===== src/rtl/fft_frame_ctrl.sv =====
// fft_frame_ctrl
// Frame sequencer in front of the 16-point FFT core. Audio samples are
// collected into ping-pong banks. Each completed bank is handed to the core,
// which is then started. After the core signals done and a settling delay,
// the result is presented to the consumer with valid/ready. The core is then
// re-armed through its reset.
//
// Ports
//   clk, rst          clock (posedge) and synchronous active-high reset
//   sample_in_i       ADC sample, qualified by sample_valid_i
//   time_samples_o    processing-bank contents, wired to the FFT core
//   fft_start_o       one-cycle launch pulse to the core
//   fft_rst_o         core reset: rst OR the one-cycle re-arm pulse
//   fft_done_i        core completion level
//   result_valid_o    core outputs hold a complete frame
//   result_ready_i    consumer has copied the frame
//   frame_id_o        count of frames presented (wraps)
//   overrun_o         sticky: at least one sample was dropped
//   timeout_err_o     sticky: the core failed to signal done in time
//   busy_o            high in every state except IDLE
//
// Configuration
//   FFT_CTRL_OFFSET_BIN_EN  when defined, sample_in_i is offset-binary and its
//                           MSB is inverted before storage. When undefined,
//                           samples are stored unmodified.
module fft_frame_ctrl #(
    parameter int WIDTH   = 12,
    parameter int N       = 16,
    parameter int SETTLE  = 2,
    parameter int TIMEOUT = 15
) (
    input  logic                    clk,
    input  logic                    rst,
    input  logic [WIDTH-1:0]        sample_in_i,
    input  logic                    sample_valid_i,
    output logic [N-1:0][WIDTH-1:0] time_samples_o,
    output logic                    fft_start_o,
    output logic                    fft_rst_o,
    input  logic                    fft_done_i,
    output logic                    result_valid_o,
    input  logic                    result_ready_i,
    output logic [7:0]              frame_id_o,
    output logic                    overrun_o,
    output logic                    timeout_err_o,
    output logic                    busy_o
);

    localparam int PTR_W   = (N > 1) ? $clog2(N) : 1;
    localparam int CNT_MAX = (TIMEOUT > SETTLE) ? TIMEOUT : SETTLE;
    localparam int CNT_W   = $clog2(CNT_MAX + 1);
    localparam logic [PTR_W-1:0] LAST_IDX = PTR_W'(N - 1);

    typedef enum logic [2:0] {
        S_IDLE    = 3'd0,
        S_START   = 3'd1,
        S_RUN     = 3'd2,
        S_SETTLE  = 3'd3,
        S_PRESENT = 3'd4,
        S_REARM   = 3'd5
    } state_t;

    state_t                       state_q, state_d;
    logic [CNT_W-1:0]             cnt_q, cnt_d;
    logic [1:0][N-1:0][WIDTH-1:0] bank_q;
    logic                         sel_q, sel_d;      // index of the processing bank
    logic [PTR_W-1:0]             wr_ptr_q, wr_ptr_d;
    logic                         full_q, full_d;
    logic [7:0]                   frame_id_q, frame_id_d;
    logic                         overrun_q, overrun_d;
    logic                         timeout_q, timeout_d;

    logic                         swap;
    logic                         wr_en;
    logic                         wr_bank;
    logic [PTR_W-1:0]             wr_idx;
    logic [WIDTH-1:0]             wr_data;
    logic                         drop;
    logic                         run_expired;

`ifdef FFT_CTRL_OFFSET_BIN_EN
    // Offset-binary to two's complement: mid-scale 0x800 becomes zero.
    assign wr_data = {~sample_in_i[WIDTH-1], sample_in_i[WIDTH-2:0]};
`else
    assign wr_data = sample_in_i;
`endif

    assign run_expired = (cnt_q == CNT_W'(TIMEOUT - 1));

    // ------------------------------------------------------------------
    // Fill-side datapath and swap decision.
    // Two swap cases exist in IDLE:
    //  - The bank is already full (it filled while the core was busy). Any
    //    sample in this cycle lands at index 0 of the bank that becomes the
    //    new fill bank, and the pointer moves past it.
    //  - This cycle writes the last index. The sample completes the old fill
    //    bank, and that bank swaps in on the same edge.
    // ------------------------------------------------------------------
    always_comb begin
        swap     = 1'b0;
        wr_en    = 1'b0;
        wr_bank  = ~sel_q;
        wr_idx   = wr_ptr_q;
        wr_ptr_d = wr_ptr_q;
        full_d   = full_q;
        sel_d    = sel_q;
        drop     = 1'b0;
        if (state_q == S_IDLE && full_q) begin
            swap     = 1'b1;
            sel_d    = ~sel_q;
            full_d   = 1'b0;
            wr_bank  = sel_q;
            wr_idx   = '0;
            wr_en    = sample_valid_i;
            wr_ptr_d = sample_valid_i ? PTR_W'(1) : '0;
        end else if (sample_valid_i) begin
            if (full_q) begin
                drop = 1'b1;
            end else begin
                wr_en = 1'b1;
                if (wr_ptr_q == LAST_IDX) begin
                    if (state_q == S_IDLE) begin
                        swap     = 1'b1;
                        sel_d    = ~sel_q;
                        wr_ptr_d = '0;
                    end else begin
                        // Hold at the last index until the swap.
                        full_d = 1'b1;
                    end
                end else begin
                    wr_ptr_d = wr_ptr_q + PTR_W'(1);
                end
            end
        end
    end

    // ------------------------------------------------------------------
    // FSM: state register
    // ------------------------------------------------------------------
    always_ff @(posedge clk) begin
        if (rst) begin
            state_q <= S_IDLE;
        end else begin
            state_q <= state_d;
        end
    end

    // ------------------------------------------------------------------
    // FSM: next-state logic
    // ------------------------------------------------------------------
    always_comb begin
        state_d = state_q;
        case (state_q)
            S_IDLE:    if (swap) state_d = S_START;
            S_START:   state_d = S_RUN;
            S_RUN: begin
                if (fft_done_i)       state_d = S_SETTLE;
                else if (run_expired) state_d = S_REARM;
            end
            S_SETTLE:  if (cnt_q == CNT_W'(SETTLE - 1)) state_d = S_PRESENT;
            S_PRESENT: if (result_ready_i) state_d = S_REARM;
            S_REARM:   state_d = S_IDLE;
            default:   state_d = S_IDLE;
        endcase
    end

    // ------------------------------------------------------------------
    // FSM: outputs
    // ------------------------------------------------------------------
    always_comb begin
        fft_start_o    = (state_q == S_START);
        result_valid_o = (state_q == S_PRESENT);
        busy_o         = (state_q != S_IDLE);
        fft_rst_o      = rst | (state_q == S_REARM);
    end

    // Cycle counter: counts cycles spent in RUN and SETTLE, and restarts
    // at zero on every state change.
    always_comb begin
        cnt_d = '0;
        if ((state_q == S_RUN || state_q == S_SETTLE) && state_d == state_q) begin
            cnt_d = cnt_q + CNT_W'(1);
        end
    end

    // Status: a timed-out frame is discarded and is not counted.
    always_comb begin
        frame_id_d = frame_id_q;
        if (state_q == S_PRESENT && result_ready_i) begin
            frame_id_d = frame_id_q + 8'd1;
        end
        overrun_d = overrun_q | drop;
        timeout_d = timeout_q | (state_q == S_RUN && !fft_done_i && run_expired);
    end

    always_ff @(posedge clk) begin
        if (rst) begin
            bank_q     <= '0;
            sel_q      <= 1'b0;
            wr_ptr_q   <= '0;
            full_q     <= 1'b0;
            cnt_q      <= '0;
            frame_id_q <= '0;
            overrun_q  <= 1'b0;
            timeout_q  <= 1'b0;
        end else begin
            if (wr_en) begin
                bank_q[wr_bank][wr_idx] <= wr_data;
            end
            sel_q      <= sel_d;
            wr_ptr_q   <= wr_ptr_d;
            full_q     <= full_d;
            cnt_q      <= cnt_d;
            frame_id_q <= frame_id_d;
            overrun_q  <= overrun_d;
            timeout_q  <= timeout_d;
        end
    end

    // The processing bank is frozen from the swap until the next swap.
    assign time_samples_o = bank_q[sel_q];
    assign frame_id_o     = frame_id_q;
    assign overrun_o      = overrun_q;
    assign timeout_err_o  = timeout_q;

endmodule

===== config.mk =====
export PLATFORM = sky130hd
export DESIGN_NAME = fft_frame_ctrl
export DESIGN_NICKNAME = d
export VERILOG_FILES = /design/src/rtl/fft_frame_ctrl.sv
export SDC_FILE = /design/constraint.sdc
export NUM_CORES = 1
export LEC_CHECK = 0
export BUFFER_PORTS_ARGS = -buffer_cell sky130_fd_sc_hd__buf_4
export CAP_MARGIN = 20
export CORE_ASPECT_RATIO = 0.9
export CORE_MARGIN = 2
export CORE_UTILIZATION = 62
export DETAILED_ROUTE_END_ITERATION = 8
export PLACE_DENSITY = 0.95
export SKIP_LAST_GASP = 1
export SLEW_MARGIN = 15
export SYNTH_ARGS = -nofsm -noshare
export SYNTH_HDL_FRONTEND = slang
export SYNTH_SLANG_ARGS = --single-unit

===== constraint.sdc =====
create_clock -name clk -period 5.9 [get_ports clk]
set_input_delay 0.885 -clock clk [delete_from_list [all_inputs] [get_ports clk]]
set_output_delay 0.885 -clock clk [all_outputs]
set_load 0.02 [all_outputs]

==> run metrics, run 1 <==
P_int=4.419 mW; Post-Place Setup Slack=2414 ps; Post-synth EDFFs=0; Post-Syn Area per Cell=9.249 um^2; Setup WS post-layout=2520 ps; clk root buf=clkbuf_16; CTS tree=yes; Yosys warnings=0; grt ovf=0; I/O pins=223; max_cap viols=0; leakage=7.994 nW; H-tree Lvls=2; clock slew at the register clock pins of the worst setup and hold paths=70 ps; layout cells sized above 1=26.24%; Seq/Total Area, Yosys=47.04%; syn_nets=1,895; worst slew pin tran=1155 ps; nets=2,003; Iter 0 DRT Violations=1,327; endpoint class of the critical path=primary output; Final TNS setup=0 ps; core area=27,720 um^2; RSZ-0062 raised after global routing=false; dpl hpwl=27.83 mm; die area=29,300 um^2; Psw=1.236 mW; Synth Flop Type=dfxtp_1; WP data required=5020 ps; Placer Congestion=0.8213; top post-synthesis cells by area=dfxtp_1 47%, mux2i_1 13%, mux2_2 13%, nand2_1 7.4%, nor2_1 5.2%; clk sinks=407; Post-CTS Setup Bufs=0; cts hold-fix bufs=0; vias in the first global route=14,000; crit start category=register; Slew HR=23.03%; ANT cells=0; fillers=1,780; fmax=295.9 MHz; synthesized cell area=17,320 um^2; DR pass1 iterations=6; async set-reset flop share out of synthesis=0%; vias per cell=5.938; Hold WC Path Type=reg2reg; height of the die=162.6 um; Max clock buf depth=3; Die X=180.2 um; DRC violations left=0; Total GRT Usage=30.66%; row cnt=58; Synth top area share=47.04%; CP Class=reg2out; Cell Pwr Density=277.7 nW/um^2; Final period util=57.28%; VDD IR max=0.1733 mV; cell taking the most area after synthesis=dfxtp_1; Clk Latency, worst-skew pair=530 ps; Crit Path Max Fanout=201; Comb pwr share=3.1%; final setup fails=0; Cells after Synth=1,873; cts repair resizes=0; number of synthesized register bits=407; antenna-violating nets left=0; post-synthesis cell type count=51; switching share of power=21.85%; status=finished clean; WL per Instance=19.71 um; Routed WL=46.75 mm; initial core utilization=62.49%; clock share of power=47.9%; Final Max Tran Viols=0; Final Hold Vio Count=0; area delta synth->final=17.54%; first-pass GRT wire length=73.39 mm; antenna violations before repair=0; largest net degree at the start of global routing=234; Critical Path AT=2490 ps; vias=14,090; Num CTS Buffers=40; clk_skew=18.57 ps; Tmin final=3380 ps; Seq pwr share=49.0%; PortBufs=222
==> Yosys cell counts, types with 8 or more instances <==
library cell	number
a21oi_1	174
buf_2	25
nor2_1	239
or3_1	10
nand2b_1	8
mux2i_1	219
nor3_1	14
clkbuf_1	132
nand2_1	341
buf_4	9
dfxtp_1	407
mux2_2	193
==> routing by layer <==
metal / vias to the layer above / share of wire, % / GRT usage [%]
met2: 678 / 48 / 51.91
met5: - / 0 / 0
met1: 6789 / 40 / 38.95
met3: 128 / 8.0 / 5.233
li1: 6491 / - / -
met4: 0 / 3.5 / 12.98
==> layout make-up <==
| cell class | count | area (um^2) | area share, % |
|---|---|---|---|
| clock buffers | 56 | 1182 | 5.807 |
| clock inverters | 17 | 226.5 | 1.112 |
| inverters | 4 | 15.01 | 0.07374 |
| multi-input cells | 1288 | 8498 | 41.74 |
| flip-flops and latches | 407 | 8152 | 40.03 |
| well taps | 360 | 450.4 | 2.212 |
| repair buffers | 240 | 1838 | 9.027 |
==> state kept, by name, summed over array words and instances, names as in the netlist <==
register,flops
wr_ptr_q,4
state_q,3
cnt_q,4
full_q,1
timeout_err_o,1
frame_id_o,8
overrun_o,1
sel_q,1
bank_q,384
==> path summary, 6_finish.rpt <==
check                                start                  endpoint  slack, ps  cells after the start
setup / recovery        sel_q$_SDFFE_PP0P_        time_samples_o[76]       2520                      3
hold / removal    bank_q[237]$_SDFFE_PP0P_  bank_q[237]$_SDFFE_PP0P_        450                      2
setup reg to reg  wr_ptr_q[3]$_SDFFE_PP0P_  bank_q[131]$_SDFFE_PP0P_       2950                      4
hold reg to reg   bank_q[237]$_SDFFE_PP0P_  bank_q[237]$_SDFFE_PP0P_        450                      2
==> metrics by stage <==
stage                     hold slack (ps)  std cells  instance area, um^2  power, mW  util [%]
after CTS                           453.4       2368                20330      5.655     73.33
final                               451.2       2372                20360      5.655     73.45
after global placement              436.0       2295                18920      2.992     68.25
after floorplan                     429.4       1873                17320      2.943         -
after global routing                466.7       2372                20360      5.795     73.45
after detailed placement            444.4       2295                18920      2.998     68.25
==> power groups by stage <==
stage	sequential, mW	combinational (mW)	clock (mW)
finish	2.77	0.175	2.71
global route	2.77	0.184	2.84
detailed placement	2.83	0.168	0
global placement	2.83	0.163	0
CTS	2.77	0.170	2.72
floorplan	2.83	0.117	0
==> critical path, cell delays in order, from the launching register on <==
cell and delay (ps):
dfxtp_4 380, buf_12 750, mux2_2 460, buf_4 170
==> placed cells by master, fill, tap and decap left out, drive strengths merged, types with 2 or more instances in the layout <==
| cell type | synthesis | final |
|---|---|---|
| nand2 | 341 | 341 |
| o211ai | 2 | 2 |
| mux2 | 193 | 193 |
| mux2i | 219 | 219 |
| or2 | 2 | 2 |
| o22ai | 2 | 2 |
| clkinvlp | 0 | 2 |
| a31oi | 4 | 4 |
| nor2 | 239 | 239 |
| nor4 | 17 | 17 |
| o21ai | 2 | 2 |
| nand3b | 3 | 3 |
| xor2 | 7 | 7 |
| and3 | 2 | 2 |
| a21oi | 174 | 174 |
| inv | 4 | 6 |
| nand4 | 3 | 3 |
| clkinv | 0 | 8 |
| dfxtp | 407 | 407 |
| or4 | 7 | 7 |
| bufinv | 0 | 5 |
| nand2b | 8 | 8 |
| or3b | 2 | 2 |
| xnor2 | 2 | 2 |
| and2 | 4 | 4 |
| nand3 | 7 | 7 |
| clkbuf | 132 | 59 |
| o21a | 2 | 2 |
| buf | 42 | 237 |
| a31o | 2 | 2 |
| ha | 5 | 5 |
| nor3b | 2 | 2 |
| nor3 | 14 | 14 |
| or3 | 10 | 10 |
==> kinds of logic after synthesis <==
kind of cell,synth area share [%]
compound gates,6.161
simple gates,16.47
mux,25.20
flops,47.04
buf+inv,4.319
fa+ha+maj,0.3611
xor+xnor,0.4551
(Power assumes the default switching activity.)
==> run 2, diff against run 1 <==
Settings changed: CORE_UTILIZATION 62 to 58, PLACE_DENSITY 0.95 to 0.9.
Clock period 5.9 ns to 3.15 ns, I/O delays scaled along.
==> run 2 against run 1 <==
  * Sequential share of layout area decreased by 0.26 points
  * Sequential cell count unchanged
  * Hold slack got worse by 140 ps
  * Clock skew decreased by 7.2 ps
  * Wire length decreased by 1.8%
  * Critical path depth unchanged
  * Non-clock buffer count increased by 23
  * Register-to-register slack got worse by 2200 ps
  * Worst setup slack got worse by 2200 ps
  * First-iteration DRC count decreased by 12%
  * Via count decreased by 0.73%
  * Largest power group unchanged
  * Highest routed layer unchanged
==> run metrics, run 2 (synthesis results as in run 1) <==
status=finished clean (unchanged); largest net degree at the start of global routing=167 (was 234); Tmin final=2787 ps; CP Cell Sequence=buf_12 > mux2_2 > buf_4 (unchanged); nets=2,026 (was 2,003); dpl hpwl=28.11 mm (was 27.83 mm); clk_skew=11.33 ps (was 18.57 ps); vias=13,980 (was 14,090); highest-count cells in the layout ignoring fill and taps=406 x dfxtp_1, 341 x nand2_1, 260 x buf_4, 239 x nor2_1, 219 x mux2i_1 (was 406 x dfxtp_1, 341 x nand2_1, 239 x nor2_1, 233 x buf_4, 219 x mux2i_1); PortBufs=222 (unchanged); DRC violations left=0 (unchanged); Placed Cells=2,365 (was 2,295); Critical Path Sink=time_samples_o[172] (was time_samples_o[76]); crit path buf inv count=2 (unchanged); Final Max Tran Viols=0 (unchanged); ANT cells=0 (unchanged); CTS tree=yes (unchanged); height of the die=168.0 um (was 162.6 um); Critical Path AT=2310 ps (was 2490 ps); final cell count without fillers=2,433 (was 2,372); max_cap viols=0 (unchanged); initial core utilization=58.42% (was 62.49%); grt ovf=0 (unchanged); clock share of power=46.7% (was 47.9%); CP Launch Point=sel_q$_SDFFE_PP0P_ (unchanged); reg-to-reg endpoint=bank_q[315]$_SDFFE_PP0P_ (was bank_q[131]$_SDFFE_PP0P_); vias per cell=5.747 (was 5.938); Seq pwr share=50.1% (was 49.0%); Clk Latency, worst-skew pair=510 ps (was 530 ps); DR pass1 iterations=6 (unchanged); clk root buf=clkbuf_16 (unchanged); Comb pwr share=3.2% (was 3.1%); delay-heaviest family, CP=buffers and inverters (unchanged); Design Area, Final=20,490 um^2 (was 20,360 um^2); vias in the first global route=13,940 (was 14,000); layout cells sized above 1=26.70% (was 26.24%); Tot Pwr=10.34 mW (was 5.655 mW); WL per Instance=18.86 um (was 19.71 um); Area after DPL=19,170 um^2 (was 18,920 um^2); critical path's largest stage delay=470 ps (was 750 ps); Reg with most FFs=bank_q (unchanged); area delta synth->final=18.31% (was 17.54%); I/O pins=223 (unchanged); cts repair resizes=0 (unchanged); Final Hold Vio Count=0 (unchanged); R2R setup slack=720 ps (was 2950 ps); reg2reg path depth=5 (was 4); Post-CTS Setup Bufs=0 (unchanged); Slew HR=29.22% (was 23.03%); H-tree Lvls=2 (unchanged); worst slew pin tran=1062 ps (was 1155 ps); Crit Path Max Fanout=155 (was 201); Num CTS Buffers=40 (unchanged); Psw=2.210 mW (was 1.236 mW); first-pass GRT wire length=72.01 mm (was 73.39 mm); WP data required=2680 ps (was 5020 ps); Iter 0 DRT Violations=1,169 (was 1,327); crit start category=register (unchanged); Max clock buf depth=3 (unchanged); Largest register FFs=384 (unchanged); Levels on crit path=3 (unchanged); fmax=358.8 MHz; cts hold-fix bufs=0 (unchanged); antenna-violating nets left=0 (unchanged); commonest non-fill, non-tap cell in the layout=dfxtp_1 (unchanged); final setup fails=0 (unchanged); core area=29,650 um^2 (was 27,720 um^2); Die X=186.2 um (was 180.2 um); switching share of power=21.37% (was 21.85%); row cnt=60 (was 58); endpoint class of the critical path=primary output (unchanged); VDD IR max=0.3226 mV (was 0.1733 mV); die area=31,270 um^2 (was 29,300 um^2); Final TNS setup=0 ps (unchanged); antenna violations before repair=0 (unchanged); worst r2r src=wr_ptr_q[3]$_SDFFE_PP0P_ (unchanged); Total GRT Usage=28.67% (was 30.66%); Final period util=88.47%; slowest cell on the critical path=buf_12 (unchanged); clock slew at the register clock pins of the worst setup and hold paths=60 ps (was 70 ps); P_int=8.132 mW (was 4.419 mW); Hold WC Path Type=in2reg (was reg2reg); final hold slack=314.4 ps (was 451.2 ps); RSZ-0062 raised after global routing=false (unchanged); CP Class=reg2out (unchanged); Routed WL=45.89 mm (was 46.75 mm); Cell Pwr Density=504.7 nW/um^2 (was 277.7 nW/um^2); clk sinks=407 (unchanged); Placer Congestion=0.7901 (was 0.8213); leakage=8.073 nW (was 7.994 nW)
## run 2: power by group through the flow
stage	clock, mW	combinational [mW]	sequential, mW
3_3_place_gp	0	0.312	5.30
5_1_grt	5.08	0.350	5.19
2_1_floorplan	0	0.219	5.29
6_report	4.83	0.329	5.19
4_1_cts	4.87	0.323	5.19
3_5_place_dp	0	0.321	5.30
## run 2: how the worst min path moves through the flow
stage	startpoint	end	slack, ps	cells past startpoint
after global placement	bank_q[153]$_SDFFE_PP0P_	bank_q[153]$_SDFFE_PP0P_	440	2
after global routing	sample_valid_i	wr_ptr_q[3]$_SDFFE_PP0P_	330	2
after detailed placement	bank_q[144]$_SDFFE_PP0P_	bank_q[144]$_SDFFE_PP0P_	440	2
after CTS	sample_valid_i	wr_ptr_q[3]$_SDFFE_PP0P_	300	2
final	sample_valid_i	wr_ptr_q[3]$_SDFFE_PP0P_	310	2
after floorplan	bank_q[144]$_SDFFE_PP0P_	bank_q[144]$_SDFFE_PP0P_	430	2
## run 2: layer usage
| layer | wire [um] | track usage (%) | vias to the layer above |
|---|---|---|---|
| li1 | - | - | 6534 |
| met1 | 19180 | 37.44 | 6745 |
| met2 | 21970 | 47.15 | 593 |
| met3 | 3110 | 4.261 | 111 |
| met4 | 1638 | 12.53 | 0 |
| met5 | 0 | 0 | - |
## run 2: layout make-up
cell class	instances	area [um^2]
fillers	2120	9159
flip-flops and latches	407	8152
clock inverters	12	162.7
inverters	4	15.01
well taps	403	504.2
repair buffers	263	2007
clock buffers	56	1162
multi-input cells	1288	8492
## run 2: worst register-to-register path, cell delays in order, from the launching register on
cell	delay, ps
dfxtp_1	730
nand2b_1	540
nor4_4	400
buf_4	300
mux2i_1	260
nor2_1	60
## run 2: through the flow
| step | setup slack (ps) | util (%) |
|---|---|---|
| 6_report | 363.1 | 69.11 |
| 5_1_grt | 370.9 | 69.11 |
| 4_1_cts | 463.1 | 69.11 |
| 3_5_place_dp | 618.3 | 64.65 |
| 3_3_place_gp | 735.2 | 64.65 |
| 2_1_floorplan | 982.6 | - |
